$ cat src/rtl/fifo_read_stream_if.sv
// Read-side FIFO handshake plus downstream valid/ready stream, bundled for fifo_read_stream.
interface fifo_read_stream_if #(
    parameter int unsigned WIDTH = 32
);
    logic             fifo_empty;
    logic [WIDTH-1:0] fifo_data;
    logic             fifo_rd_en;
    logic             m_valid;
    logic [WIDTH-1:0] m_data;
    logic             m_ready;

    modport master (
        input  fifo_empty,
        input  fifo_data,
        input  m_ready,
        output fifo_rd_en,
        output m_valid,
        output m_data
    );

    modport slave (
        output fifo_empty,
        output fifo_data,
        output m_ready,
        input  fifo_rd_en,
        input  m_valid,
        input  m_data
    );
endinterface

$ cat src/rtl/fifo_read_stream.sv
// Turns a one-cycle-latency FIFO read port into a valid/ready stream via a 2-entry buffer,
// with synchronous flush and a wrapping count of delivered words.
module fifo_read_stream #(
    parameter int unsigned WIDTH = 32,
    parameter int unsigned CNT_W = 16
) (
    input  logic               clk,
    input  logic               rstn,
    fifo_read_stream_if.master bus,
    input  logic               flush,
    output logic [CNT_W-1:0]   rd_count
);
    typedef enum logic [1:0] {
        EMPTY = 2'd0,
        ONE   = 2'd1,
        TWO   = 2'd2
    } occ_e;

    occ_e             state;
    occ_e             state_next;
    logic [WIDTH-1:0] head;
    logic [WIDTH-1:0] tail;
    logic             infl;
    logic             drop;
    logic             run;
    logic             pop;
    logic             capture;
    logic             rd_en;
    logic             wr_head;
    logic [1:0]       occ;
    logic [1:0]       occ_next;
    logic [2:0]       pending;

    always_comb begin
        occ      = state;
        pop      = (state != EMPTY) && bus.m_ready;
        capture  = infl && !drop;
        // Words committed once this cycle resolves; rd_en only if a slot is still free.
        pending  = {1'b0, occ} + {2'b00, infl} - {2'b00, pop};
        rd_en    = run && !bus.fifo_empty && !flush && (pending < 3'd2);
        occ_next = occ + {1'b0, capture} - {1'b0, pop};
        wr_head  = (occ == 2'd0) || ((occ == 2'd1) && pop);
        state_next = state;
        if (flush) begin
            state_next = EMPTY;
        end else begin
            case (occ_next)
                2'd0:    state_next = EMPTY;
                2'd1:    state_next = ONE;
                default: state_next = TWO;
            endcase
        end
    end

    assign bus.fifo_rd_en = rd_en;
    assign bus.m_valid    = (state != EMPTY);
    assign bus.m_data     = head;

    // run gates rd_en until the first clock edge after reset release.
    always_ff @(posedge clk or negedge rstn) begin
        if (!rstn) begin
            state    <= EMPTY;
            infl     <= 1'b0;
            drop     <= 1'b0;
            run      <= 1'b0;
            rd_count <= '0;
        end else begin
            state <= state_next;
            infl  <= rd_en;
            drop  <= flush;
            run   <= 1'b1;
            if (pop) begin
                rd_count <= rd_count + CNT_W'(1);
            end
        end
    end

    always_ff @(posedge clk) begin
        if (pop) begin
            head <= tail;
        end
        if (capture && !flush) begin
            if (wr_head) begin
                head <= bus.fifo_data;
            end else begin
                tail <= bus.fifo_data;
            end
        end
    end
endmodule

$ cat src/flat_wrapper.sv
// flat-port wrapper written by rule: the top's interface ports become plain ports
module fifo_read_stream_flat 
#(
    parameter int unsigned WIDTH = 32,
    parameter int unsigned CNT_W = 16
)
  (clk, rstn, flush, rd_count, bus_fifo_empty, bus_fifo_data, bus_m_ready, bus_fifo_rd_en, bus_m_valid, bus_m_data);
  fifo_read_stream_if #(.WIDTH(WIDTH)) bus_i ();
  input  logic clk;
  input  logic rstn;
  input  logic flush;
  output logic [CNT_W-1:0] rd_count;
  input wire logic [$bits(bus_i.fifo_empty)-1:0] bus_fifo_empty;
  input wire logic [$bits(bus_i.fifo_data)-1:0] bus_fifo_data;
  input wire logic [$bits(bus_i.m_ready)-1:0] bus_m_ready;
  output wire logic [$bits(bus_i.fifo_rd_en)-1:0] bus_fifo_rd_en;
  output wire logic [$bits(bus_i.m_valid)-1:0] bus_m_valid;
  output wire logic [$bits(bus_i.m_data)-1:0] bus_m_data;
  assign bus_i.fifo_empty = bus_fifo_empty;
  assign bus_i.fifo_data = bus_fifo_data;
  assign bus_i.m_ready = bus_m_ready;
  assign bus_fifo_rd_en = bus_i.fifo_rd_en;
  assign bus_m_valid = bus_i.m_valid;
  assign bus_m_data = bus_i.m_data;
  fifo_read_stream #(.WIDTH(WIDTH), .CNT_W(CNT_W)) u_core (.clk(clk), .rstn(rstn), .bus(bus_i), .flush(flush), .rd_count(rd_count));
endmodule
$ cat config.mk
export PLATFORM = sky130hd
export DESIGN_NAME = fifo_read_stream_flat
export DESIGN_NICKNAME = d
export VERILOG_FILES = /design/src/rtl/fifo_read_stream_if.sv /design/src/rtl/fifo_read_stream.sv /design/src/flat_wrapper.sv
export SDC_FILE = /design/constraint.sdc
export NUM_CORES = 1
export LEC_CHECK = 0
export ABC_AREA = 1
export CAP_MARGIN = 10
export CORE_ASPECT_RATIO = 2
export CORE_MARGIN = 1
export CORE_UTILIZATION = 52
export DETAILED_ROUTE_END_ITERATION = 7
export PLACE_DENSITY = 0.84
export SYNTH_ARGS = -nofsm -noshare
export SYNTH_HDL_FRONTEND = slang
export SYNTH_SLANG_ARGS = --single-unit
$ cat constraint.sdc
create_clock -name clk -period 5.08 [get_ports clk]
set_input_delay 1.27 -clock clk [delete_from_list [all_inputs] [get_ports clk]]
set_output_delay 1.27 -clock clk [all_outputs]
set_load 0.005 [all_outputs]
Word-level counts from Yosys, hierarchy flattened --
Index checks and enable logic that the tools add are counted.
Storage, ports and cells: latch bits 0, bits in registers 85, output and inout bits 50, logic and storage cells 36, ROM bits 0, memories kept 0, RAM bits 0, input bits 37
Operators by class: $mul 0, shift-type cells 0, reductions and logical operators 15, order comparisons 1, muxes and demuxes 5, equality and inequality tests 2, divide/modulo/power cells 0, add/sub/neg operators 5, bitwise operators 1
Operator list (count):
- two-way mux 32 bit | 3
- adder 16 x 1 -> 16 bit, second input constant | 1
- logical AND 1 bit | 7
- == test 2 x 1 -> 1 bit, second input constant | 2
- logical NOT 2 bit | 2
- case mux 2 bit (2 select lines) | 1
- adder 2 x 1 -> 3 bit | 1
- logical NOT 1 bit | 3
- < comparator 3 x 2 -> 1 bit, second input constant | 1
- subtractor 3 x 1 -> 3 bit | 1
- adder 2 x 1 -> 2 bit | 1
- two-way mux 2 bit | 1
- AND reduction 2 bit | 1
- nonzero test 2 bit | 1
- subtractor 2 x 1 -> 2 bit | 1
- logical OR 1 bit | 1
- NOT 1 bit | 1

Longest topological paths before layout --
word-level depth 7, depth in mapped cells 12, gate-level depth less buffers 10

Least setup slack after synthesis --
OpenSTA, ideal clock, no wires.
path kind input-to-reg, start input port bus_m_ready, end register u_core.tail[0] (enable), library setup time 0.461 ns, arrival 3.622 ns, cell stages on the path 3, path buffers 0, path slack 0.997 ns, required time 4.619 ns, path through inv_1 -> a21oi_1 -> nor3_1
Between the ends: longest elaborated chain between the ends 5
Ends and longest elaborated chain:
- start: declaration | line flat_wrapper.sv:15 | input wire logic [$bits(bus_i.m_ready)-1:0] bus_m_ready;
- logical AND 1 bit | line fifo_read_stream.sv:36 | pop = (state != EMPTY) && bus.m_ready;
- logical AND 1 bit | line fifo_read_stream.sv:42 | wr_head = (occ == 2'd0) || ((occ == 2'd1) && pop);
- logical OR 1 bit | line fifo_read_stream.sv:42
- NOT 1 bit (no line)
- AND reduction 2 bit (no line)
- end signal: assignment | line fifo_read_stream.sv:86 | tail <= bus.fifo_data;
- end: declaration | line fifo_read_stream.sv:22 | logic [WIDTH-1:0] tail;
Every way passes these cells. A chain may end at the register's enable or synchronous reset.

Worst setup path in the final report --
start input port bus_m_ready, end output port bus_fifo_rd_en
Between the ends: longest elaborated chain between the ends 4
Ends and longest elaborated chain:
- logical AND 1 bit | line fifo_read_stream.sv:36
- subtractor 3 x 1 -> 3 bit | line fifo_read_stream.sv:39 | pending = {1'b0, occ} + {2'b00, infl} - {2'b00, pop};
- < comparator 3 x 2 -> 1 bit | line fifo_read_stream.sv:40 | rd_en = run && !bus.fifo_empty && !flush && (pending < 3'd2);
- logical AND 1 bit | line fifo_read_stream.sv:40
- end: declaration | line flat_wrapper.sv:16 | output wire logic [$bits(bus_i.fifo_rd_en)-1:0] bus_fifo_rd_en;
Every way passes these cells.

==> flow_summary.rst <==
.. list-table::
   :header-rows: 1

   * - Metric
     - Value
   * - Gr usage total
     - 24.0%
   * - Transition time of the tightest slew-check pin
     - 1.09 ns
   * - Crit-path most repeated cell
     - sky130_fd_sc_hd__clkdlybuf4s50_1
   * - Starting utilization of the core area
     - 53.5%
   * - Placement row count
     - 41
   * - Final Skew
     - 0.00904 ns
   * - Port-buffer cells
     - 86
   * - Crit Path Max Fanout
     - 2
   * - Resize count post-CTS
     - 0
   * - Vias in the first global route
     - 2646
   * - Headroom to the max-slew limit
     - 27.0%
   * - Reg-to-reg critical path endpoint
     - u_core.occ[1]
   * - PwrDens
     - 515 mW/mm^2
   * - Buffers inserted during post-CTS setup optimization
     - 0
   * - Global-route wire length before repair
     - 12100 um
   * - Remaining Overflow, GRT
     - 0
   * - WS Path Type
     - in2out
   * - CP max-delay cell
     - sky130_fd_sc_hd__clkdlybuf4s50_1
   * - Hold crit path type
     - reg2reg
   * - Synth cell types
     - 26
   * - Setup repair after global routing missed its margin
     - false
   * - Static Leak
     - 1.90 nW
   * - Synth Instances
     - 341
   * - Reg2Reg Setup Slack
     - 3.03 ns
   * - Category of the worst setup path capture point
     - output port
   * - Clock sinks
     - 85
   * - Clock tree root buffer cell
     - sky130_fd_sc_hd__clkbuf_16
   * - Most common cell after layout, fill and taps aside
     - sky130_fd_sc_hd__nand2_1
   * - Post-Syn Area
     - 0.00338 sq mm
   * - Sum of routed wire length over all layers
     - 7480 um
   * - Layout-stage area growth over the synthesis result
     - 35.3%
   * - Insertion delay to the later sink of the worst-skew pair
     - 0.33 ns
   * - Number of setup violations in the final report
     - 0
   * - Hold Path Depth
     - 2
   * - Final HPWL from detailed placement
     - 4980 um
   * - Width of the die
     - 59.0 um
   * - Number of H-tree levels
     - 3
   * - Core Footprint
     - 0.00631 sq mm
   * - Highest-count cells in the layout ignoring fill and taps
     - sky130_fd_sc_hd__nand2_1 (95), sky130_fd_sc_hd__clkdlybuf4s50_1 (86), sky130_fd_sc_hd__nor2_1 (44)
   * - CTS tree
     - done
   * - Number of max-cap violations
     - 0
   * - DRC
     - 0
   * - Routed Antenna Nets
     - 0
   * - Slowest stage delay, CP
     - 0.58 ns
   * - Hold buffer count at cts
     - 0
   * - Startpoint type of the worst setup path
     - primary input
   * - Ports placed on the boundary
     - 87
   * - Fraction of layout instances using a drive strength above 1
     - 6.48%
   * - Post-detailed-route via-to-cell ratio
     - 5.16
   * - Sequential area share after synthesis
     - 63.0%
   * - Maximum clock frequency
     - 206 MHz
   * - Outcome
     - complete, no violations
   * - Overall power consumption
     - 2.35 mW
   * - Post-layout minimum cycle time
     - 4.85 ns
   * - Depth of the most critical reg-to-reg path
     - 10
   * - Number of vias in the routed layout
     - 2675
   * - Hold Vio Cnt, Final
     - 0
   * - Initial antenna violation count
     - 0
   * - Inserted Diodes
     - 0
   * - Final total negative setup slack
     - 0 ns
   * - Required time of the critical path
     - 3.81 ns
   * - Placer Congestion
     - 0.795
   * - Max Buffers Root-to-Sink
     - 2
   * - Final-layout fill cell count
     - 478
   * - Hold-critical path endpoint
     - u_core.bus.m_data[31]
   * - Post-synthesis register bit count
     - 85
   * - Max-slew violation count
     - 0
   * - Critical path data arrival time
     - 3.58 ns
   * - Drt initial violations
     - 149
   * - Vertical die dimension
     - 116 um
   * - Hold path start
     - u_core.bus.m_data[31]
   * - Peak supply drop
     - 0.384 mV
   * - Number of nets in the synthesized netlist
     - 381
   * - Largest net degree at the start of global routing
     - 65
   * - Total of warnings raised by yosys
     - 0
   * - Post-Syn Area per Cell
     - 9.90 sq um
   * - Clock-pin slew of the registers on the worst-case setup and hold paths
     - 0.06 ns
   * - DRT Pass-1 Iters
     - 4
   * - Chain of cells forming the critical path
     - clkdlybuf4s50_1, nand2_2, nor2_1, o21ai_0, fa_1, nand2_1, nor4_1, clkdlybuf4s50_1
   * - Die ar.
     - 0.00684 sq mm
   * - Total CTS buffers
     - 9
   * - Number of nets in the final layout
     - 467
   * - Final Cycle Share
     - 95.4%
   * - WL per Instance
     - 14.4 um
   * - Critical register-to-register path startpoint
     - u_core.occ[1]
routing by layer:
metal	GRT usage (%)	vias to the layer above	part of all wire [%]
li1	-	1287	-
met1	26.5	1260	37
met2	41.1	107	54
met3	5.36	21	5.0
met4	14.3	0	4.3
met5	0	-	0
flip-flops by register name, summed over array words and instances (netlist names):
register / count
u_core.run: 1
u_core.drop: 1
u_core.occ: 2
u_core.infl: 1
u_core.bus.m_data: 32
u_core.rd_count: 16
u_core.tail: 32
area by class of cell:
class                      instances  area, sq um  area share, %
multi-input combinational        218         1070           23.4
sequential                        85         2130           46.6
clock buffer                      10          229           5.01
inverter                          24         90.1           1.97
tap                               86          108           2.36
clock inverter                     6         62.6           1.37
timing repair buffer              89          883           19.3
worst max path at each step:
stage                startpoint        endpoint  depth (start not counted)
floorplan           bus_m_ready  u_core.tail[0]                          3
global placement    bus_m_ready  bus_fifo_rd_en                          8
detailed placement  bus_m_ready  bus_fifo_rd_en                          8
CTS                 bus_m_ready  bus_fifo_rd_en                          8
global route        bus_m_ready  bus_fifo_rd_en                          8
finish              bus_m_ready  bus_fifo_rd_en                          8
kinds of logic (layout without fill, tap and decap cells):
| group | Yosys count | in the layout | synth area share, % |
|---|---|---|---|
| fa+ha+maj | 3 | 3 | 1.33 |
| compound gates | 36 | 36 | 6.60 |
| buf+inv | 38 | 129 | 5.60 |
| simple gates | 165 | 165 | 20.0 |
| xor+xnor | 13 | 13 | 3.37 |
| flops | 85 | 85 | 63.0 |
| other cells | 1 | 1 | 0.111 |
stage by stage:
stage	instances	instance area [sq um]	worst slack [ns]	utilization (%)	hold slack [ns]
finish	518	4570	0.234	72.4	0.478
floorplan	341	3380	0.997	-	0.472
CTS	518	4570	0.208	72.4	0.482
detailed placement	502	4280	0.231	67.8	0.470
global placement	502	4280	0.279	67.8	0.466
global route	518	4570	0.0621	72.4	0.506
critical path: cells and delay by family:
| family | cells | cell delay (ns) |
|---|---|---|
| buf+inv | 2 | 1.08 |
| fa+ha+maj | 1 | 0.50 |
| compound gates | 1 | 0.14 |
| simple gates | 4 | 0.59 |
power breakdown:
part	switching, mW	internal (mW)
combinational	0.304	0.422
sequential	0.115	0.877
clock	0.254	0.380
Yosys cell counts, drive strengths merged:
master	instances	area, sq um
edfxtp	32	961
xnor2	5	43.8
dfxtp	32	641
nand2	99	379
ha	2	25.0
xor2	8	70.1
nor2	49	201
o21bai	1	7.51
nand4	2	12.5
dfrtp	21	526
conb	1	3.75
nand3	11	60.1
a31oi	32	200
nor3	3	15.0
buf	12	91.3
clkbuf	2	7.51
nor4	1	6.26
a21oi	1	5.00
inv	24	90.1
o21ai	2	10.0
fa	1	20.0
Note: power is estimated with default switching activity, not from simulation.
